<file path="src/rtl/ppla_seq_pkg.sv">
// rtl/ppla_seq_pkg.sv - shared state encoding and counter widths for the SPI command sequencer
package ppla_seq_pkg;

  localparam int LOOP_W = 16;
  localparam int GAP_W  = 16;

  typedef enum logic [2:0] {
    ST_IDLE,
    ST_LOAD,
    ST_ISSUE,
    ST_WAIT_ACK,
    ST_WAIT_DONE,
    ST_GAP,
    ST_FINISH
  } seq_state_e;

endpackage

</file>
<file path="src/rtl/spi_seq_cmd_table.sv">
// rtl/spi_seq_cmd_table.sv - command word table, one write port and one registered read port
module spi_seq_cmd_table #(
  parameter int DEPTH  = 16,
  parameter int DATA_W = 32,
  parameter int IDX_W  = $clog2(DEPTH)
) (
  input  logic              clk_i,
  input  logic              rst_ni,
  input  logic              we_i,
  input  logic [IDX_W-1:0]  waddr_i,
  input  logic [DATA_W-1:0] wdata_i,
  input  logic              re_i,
  input  logic [IDX_W-1:0]  raddr_i,
  output logic [DATA_W-1:0] rdata_o
);

  logic [DATA_W-1:0] mem_q [DEPTH];
  logic [DATA_W-1:0] rdata_q;

  always_ff @(posedge clk_i) begin
    if (we_i) mem_q[waddr_i] <= wdata_i;
  end

  // Read register only updates on re_i so the issued word holds for the whole transaction.
  always_ff @(posedge clk_i or negedge rst_ni) begin
    if (!rst_ni)   rdata_q <= '0;
    else if (re_i) rdata_q <= mem_q[raddr_i];
  end

  assign rdata_o = rdata_q;

endmodule

</file>
<file path="src/rtl/spi_cmd_sequencer.sv">
// rtl/spi_cmd_sequencer.sv - table-driven SPI transaction scheduler; SPI_SEQ_TIMEOUT_EN adds a wait watchdog
module spi_cmd_sequencer
  import ppla_seq_pkg::*;
#(
  parameter int DEPTH  = 16,
  parameter int IDX_W  = $clog2(DEPTH),
  parameter int DATA_W = 32
`ifdef SPI_SEQ_TIMEOUT_EN
  ,
  parameter int TMO_CYC = 65535
`endif
) (
  input  logic              CLK,
  input  logic              RESET_N,
  input  logic              TBL_WE,
  input  logic [IDX_W-1:0]  TBL_ADDR,
  input  logic [DATA_W-1:0] TBL_DIN,
  input  logic              START,
  input  logic              ABORT,
  input  logic [IDX_W:0]    NUM_CMDS,
  input  logic [LOOP_W-1:0] LOOPS,
  input  logic [GAP_W-1:0]  GAP,
  output logic              BUSY,
  output logic              DONE,
  output logic              ABORTED,
  output logic [IDX_W-1:0]  CUR_IDX,
  output logic [LOOP_W-1:0] LOOP_CNT,
  output logic              SPI_KICK,
  input  logic              SPI_BUSY,
  output logic [DATA_W-1:0] SPI_DIN,
  input  logic [DATA_W-1:0] SPI_DOUT,
  input  logic              SPI_DOUT_VALID,
  output logic              RES_ADDR_RESET,
  output logic [DATA_W-1:0] RES_DIN,
  output logic              RES_WE
);

  seq_state_e        state_q, state_d;
  logic [IDX_W-1:0]  cur_idx_q, cur_idx_d;
  logic [IDX_W:0]    num_q, num_d;
  logic [LOOP_W-1:0] loop_cnt_q, loop_cnt_d, loops_q, loops_d;
  logic [GAP_W-1:0]  gap_q, gap_d, gap_cnt_q, gap_cnt_d;
  logic              abort_q, abort_d, abort_end_q, abort_end_d;
  logic              aborted_q, aborted_d, done_q, done_d, rar_q, rar_d;
  logic              do_adv, tmo_hit, more_loops;
  logic [IDX_W:0]    next_idx;
  logic [LOOP_W-1:0] loop_inc;

  spi_seq_cmd_table #(.DEPTH(DEPTH), .DATA_W(DATA_W), .IDX_W(IDX_W)) u_table (
    .clk_i   (CLK),
    .rst_ni  (RESET_N),
    .we_i    (TBL_WE),
    .waddr_i (TBL_ADDR),
    .wdata_i (TBL_DIN),
    .re_i    (state_q == ST_LOAD),
    .raddr_i (cur_idx_q),
    .rdata_o (SPI_DIN)
  );

`ifdef SPI_SEQ_TIMEOUT_EN
  logic [31:0] tmo_q, tmo_d;

  // Counter is 1 in the first wait cycle, so FINISH lands TMO_CYC cycles after the kick.
  always_comb begin
    tmo_d = tmo_q;
    if (state_q == ST_ISSUE) tmo_d = 32'd1;
    else if (state_q == ST_WAIT_ACK || state_q == ST_WAIT_DONE) tmo_d = tmo_q + 32'd1;
  end

  always_ff @(posedge CLK or negedge RESET_N) begin
    if (!RESET_N) tmo_q <= '0;
    else          tmo_q <= tmo_d;
  end

  assign tmo_hit = (tmo_q >= 32'(TMO_CYC - 1));
`else
  assign tmo_hit = 1'b0;
`endif

  assign next_idx   = {1'b0, cur_idx_q} + (IDX_W+1)'(1);
  assign loop_inc   = (loop_cnt_q == '1) ? loop_cnt_q : loop_cnt_q + LOOP_W'(1);
  assign more_loops = (loops_q == '0) ||
                      (({1'b0, loop_cnt_q} + (LOOP_W+1)'(1)) < {1'b0, loops_q});

  always_comb begin
    state_d     = state_q;
    cur_idx_d   = cur_idx_q;
    num_d       = num_q;
    loop_cnt_d  = loop_cnt_q;
    loops_d     = loops_q;
    gap_d       = gap_q;
    gap_cnt_d   = gap_cnt_q;
    abort_d     = abort_q;
    abort_end_d = abort_end_q;
    aborted_d   = aborted_q;
    done_d      = 1'b0;
    rar_d       = 1'b0;
    do_adv      = 1'b0;

    if (state_q != ST_IDLE && ABORT) abort_d = 1'b1;

    case (state_q)
      ST_IDLE: begin
        if (START && !ABORT) begin
          num_d       = NUM_CMDS;
          loops_d     = LOOPS;
          gap_d       = GAP;
          cur_idx_d   = '0;
          loop_cnt_d  = '0;
          abort_d     = 1'b0;
          abort_end_d = 1'b0;
          aborted_d   = 1'b0;
          rar_d       = 1'b1;
          state_d     = (NUM_CMDS != '0) ? ST_LOAD : ST_FINISH;
        end
      end
      ST_LOAD:  state_d = ST_ISSUE;
      ST_ISSUE: state_d = ST_WAIT_ACK;
      ST_WAIT_ACK: begin
        if (tmo_hit) begin
          state_d     = ST_FINISH;
          abort_end_d = 1'b1;
        end else if (SPI_BUSY) begin
          state_d = ST_WAIT_DONE;
        end
      end
      ST_WAIT_DONE: begin
        if (tmo_hit) begin
          state_d     = ST_FINISH;
          abort_end_d = 1'b1;
        end else if (!SPI_BUSY) begin
          if (abort_q || ABORT) begin
            state_d     = ST_FINISH;
            abort_end_d = 1'b1;
          end else if (gap_q != '0) begin
            state_d   = ST_GAP;
            gap_cnt_d = gap_q;
          end else begin
            do_adv = 1'b1;
          end
        end
      end
      ST_GAP: begin
        if (abort_q || ABORT) begin
          state_d     = ST_FINISH;
          abort_end_d = 1'b1;
        end else if (gap_cnt_q <= GAP_W'(1)) begin
          do_adv = 1'b1;
        end else begin
          gap_cnt_d = gap_cnt_q - GAP_W'(1);
        end
      end
      ST_FINISH: begin
        state_d   = ST_IDLE;
        done_d    = 1'b1;
        aborted_d = abort_end_q;
      end
      default: state_d = ST_IDLE;
    endcase

    if (do_adv) begin
      if (next_idx < num_q) begin
        cur_idx_d = next_idx[IDX_W-1:0];
        state_d   = ST_LOAD;
      end else begin
        loop_cnt_d = loop_inc;
        if (more_loops) begin
          cur_idx_d = '0;
          state_d   = ST_LOAD;
        end else begin
          state_d = ST_FINISH;
        end
      end
    end
  end

  always_ff @(posedge CLK or negedge RESET_N) begin
    if (!RESET_N) begin
      state_q     <= ST_IDLE;
      cur_idx_q   <= '0;
      num_q       <= '0;
      loop_cnt_q  <= '0;
      loops_q     <= '0;
      gap_q       <= '0;
      gap_cnt_q   <= '0;
      abort_q     <= 1'b0;
      abort_end_q <= 1'b0;
      aborted_q   <= 1'b0;
      done_q      <= 1'b0;
      rar_q       <= 1'b0;
    end else begin
      state_q     <= state_d;
      cur_idx_q   <= cur_idx_d;
      num_q       <= num_d;
      loop_cnt_q  <= loop_cnt_d;
      loops_q     <= loops_d;
      gap_q       <= gap_d;
      gap_cnt_q   <= gap_cnt_d;
      abort_q     <= abort_d;
      abort_end_q <= abort_end_d;
      aborted_q   <= aborted_d;
      done_q      <= done_d;
      rar_q       <= rar_d;
    end
  end

  assign BUSY           = (state_q != ST_IDLE);
  assign DONE           = done_q;
  assign ABORTED        = aborted_q;
  assign CUR_IDX        = cur_idx_q;
  assign LOOP_CNT       = loop_cnt_q;
  assign SPI_KICK       = (state_q == ST_ISSUE);
  assign RES_ADDR_RESET = rar_q;
  assign RES_DIN        = SPI_DOUT;
  assign RES_WE         = SPI_DOUT_VALID & BUSY;

endmodule

</file>
<file path="config.mk">
export PLATFORM = sky130hd
export DESIGN_NAME = spi_cmd_sequencer
export DESIGN_NICKNAME = d
export VERILOG_FILES = /design/src/rtl/ppla_seq_pkg.sv /design/src/rtl/spi_seq_cmd_table.sv /design/src/rtl/spi_cmd_sequencer.sv
export SDC_FILE = /design/constraint.sdc
export NUM_CORES = 1
export LEC_CHECK = 0
export BUFFER_PORTS_ARGS = -buffer_cell sky130_fd_sc_hd__buf_2
export CAP_MARGIN = 30
export CORE_UTILIZATION = 30
export CTS_CLUSTER_DIAMETER = 200
export DETAILED_ROUTE_END_ITERATION = 10
export GPL_TIMING_DRIVEN = 0
export PLACE_DENSITY = 0.52
export SLEW_MARGIN = 20
export SYNTH_ARGS = -nofsm -noshare
export SYNTH_HDL_FRONTEND = slang
export SYNTH_HIERARCHICAL = 1
export SYNTH_SLANG_ARGS = --single-unit
</file>
<file path="constraint.sdc">
create_clock -name CLK -period 3.99 [get_ports CLK]
set_input_delay 0 -clock CLK [delete_from_list [all_inputs] [get_ports CLK]]
set_output_delay 0 -clock CLK [all_outputs]
set_load 0.02 [all_outputs]
</file>
==> flow_summary.yaml <==
detailed_routing:
  drc: 0
  wl_per_cell_um: 22.0
  viasPerCell: 4.87
  vias: 14700
  routed_wl_mm: 66.5
  drt_pass1_iterations: 5
  drt_iter0_drc: 1125
  detail-route-antenna-nets: 0
grt:
  antenna_found_initial: 5
  grt_max_degree: 74
  overflow: 0
  grt_pass1_vias: 15200
  grt_pass1_wl_mm: 97.9
  grtUsageTotal_pct: 15.4
worst_setup_path:
  r2r_start: "LOOP_CNT[2]"
  crit_required_ps: 4440
  startpoint: "LOOP_CNT[2]"
  end_kind: "register"
  critPathLaunchType: "register"
  critPathCapture: "CUR_IDX[0]"
  crit_type: "reg -> reg"
  reg2reg_depth: 14
  critPathMaxFanout: 6
  rrSetupSlack_ps: 270
  critical_path_arrival_ps: 4160
  worstReg2RegEnd: "CUR_IDX[0]"
status:
  outcome: "finished, final reports clean"
floorplan:
  dieArea_um2: 86600
  rows: 106
  die-width_um: 294
  num_io_pins: 202
  core_area_um2: 84100
  start_util_pct: 30.5
  die_h_um: 294
placement:
  port_buffers: 169
  dp_cells: 2808
  hpwlAfterDp_mm: 45.1
  routabilityCongestion: 0.853
  post-place-ws_ps: 343
yosys:
  synth_area_um2: 25600
  yosysTopAreaCell: "edfxtp_1"
  yosys_warnings: 6
  yosysMostFrequentCell: "edfxtp_1"
  synth_commonest_cells: "edfxtp_1 (512), mux4_2 (120), dfrtp_1 (113)"
  synth.area.top_cells: "edfxtp_1 (60%), dfrtp_1 (11%), mux4_2 (11%), nand2_1 (1.6%), a221oi_2 (1.3%)"
  syn_inst: 1463
  synthArstFlopShare_pct: 18.1
  synth_top_area_share_pct: 60.0
  yosys_most_used_dff: "edfxtp_1"
  synth_area_per_cell_um2: 17.5
  synth_seq_cells: 625
  synthDistinctLibCells: 58
  syn_nets: 1598
  ys_seq_area_share_pct: 71.0
  synth-edff-count: 512
timing:
  rsz0062_at_grt: "false"
  fmax_mhz: 269
  max_slew.worst_pin.slew_ps: 905
  setup_tns_ps: 0
  setup_violations: 0
  slew_headroom_pct: 39.7
  hold_violations: 0
  period_needed_ps: 3720
  fin_ws_ps: 274
  period_share_pct: 93.1
  clock_skew_ps: 29.1
  drv_slew: 0
clock_network:
  cts.sinks: 625
  clk_path_buf_depth: 3
  ctsHtreeMaxLevel: 3
  clock_latency_ps: 620
  clk_pin_slew_ps: 50
  cts_tree: "done"
  cts_buffers: 69
  post_cts_resized: 0
  cts-root-buf: "clkbuf_16"
flow_run:
  maxCapViolCount: 0
layout:
  nNetsFinal: 1957
  area_growth_pct: 24.4
  drive_gt1_share_pct: 29.9
  stdcell_count: 3015
power:
  p_leak_nw: 11.1
  p_per_area_nw_per_um2: 534
  ir_drop_mv: 0.339
worst_hold_path:
  hold_class: "in -> reg"
kinds of logic (layout without fill, tap and decap cells):
family                   after synthesis  count (layout)  synth area share [%]
AO/OA/AOI/OAI                        195             195                  5.65
multiplexers                         160             160                  12.6
other                                  0               4                     0
AND/OR/NAND/NOR                      309             309                  5.59
adder cells (fa/ha/maj)               23              23                  1.12
buffers and inverters                136             550                  3.48
flip-flops                           625             625                  71.0
XOR/XNOR                              15              15                 0.513
metrics by stage:
stage / power (mW) / hold slack [ps] / instance area, um2 / utilization, %
after floorplan: 9.58 / -296 / 25600 / -
after global placement: 10.5 / 202 / 27900 / 33.2
after detailed placement: 10.6 / -93.9 / 28800 / 34.2
after CTS: 17.2 / 15.3 / 31900 / 37.9
after global routing: 17.7 / 80.6 / 31900 / 37.9
final: 17.0 / 60.2 / 31900 / 37.9
state kept, by name (all words and copies together) (netlist names):
register,flops
DONE,1
RES_ADDR_RESET,1
ABORTED,1
num_q,5
state_q,3
gap_cnt_q,16
loops_q,16
gap_q,16
CUR_IDX,4
LOOP_CNT,16
u_table/mem_q,512
abort_q,1
u_table/rdata_o,32
abort_end_q,1
placed cells by master, fill, tap and decap left out, drive strengths merged, types with 34 or more instances in the layout:
cell,Yosys,final
edfxtp,512,512
buf,69,281
clkbuf,33,129
mux4,128,128
dfrtp,113,113
nand2,108,108
nor2,85,85
dlygate4sd3,0,76
o21ai,62,62
inv,30,34
o22ai,34,34
report_power, final:
group          switching [mW]  leakage [nW]  internal [mW]  total [mW]
Sequential              0.413          6.02           7.63        8.04
Combinational            1.58          4.00          0.924        2.50
Clock                    2.63          1.13           3.85        6.48
worst min path at each step:
stage	to	depth (start not counted)	slack, ps	start
final	abort_end_q	6	60	START
after global routing	u_table/mem_q[0][7]	3	80	TBL_ADDR[2]
after CTS	abort_end_q	6	20	START
after detailed placement	LOOP_CNT[8]	1	-90	RESET_N
after global placement	gap_q[7]	3	200	GAP[7]
after floorplan	ABORTED	0	-300	RESET_N
metal layers:
metal  track usage [%]  up-vias  share of wire (%)
li1                  -     6508                  -
met1              21.1     7602                 44
met2              25.1      472                 48
met3              2.90       90                5.9
met4              3.95        6                1.9
met5                 0        -              0.050
area by class of cell:
cell class                 count  area [um2]
multi-input combinational    702        6640
antenna                        4        10.0
inverter                      30         113
sequential                   625       18200
clock inverter                30         382
timing repair buffer         288        2380
tap                         1134        1420
buffer                       106         778
clock buffer                  96        1950
fill                        7851       52200
worst max-delay path, stage by stage, from the launching register on:
cell,delay (ps)
dfrtp_1,430
and3_1,270
and3_1,180
clkbuf_1,240
and3_1,320
nand3_1,120
xnor2_1,270
ha_1,320
a21o_1,190
a21oi_1,200
nand4_1,130
o31ai_1,410
nand3_1,250
nand4_1,170
o31ai_1,80
timing repair:
action                     4_1_cts  5_1_grt
buffers inserted                 0        0
setup endpoints to repair        0        0
hold endpoints to repair       685        0
hold buffers                    77        0
Power figures use the tool's default switching activity.
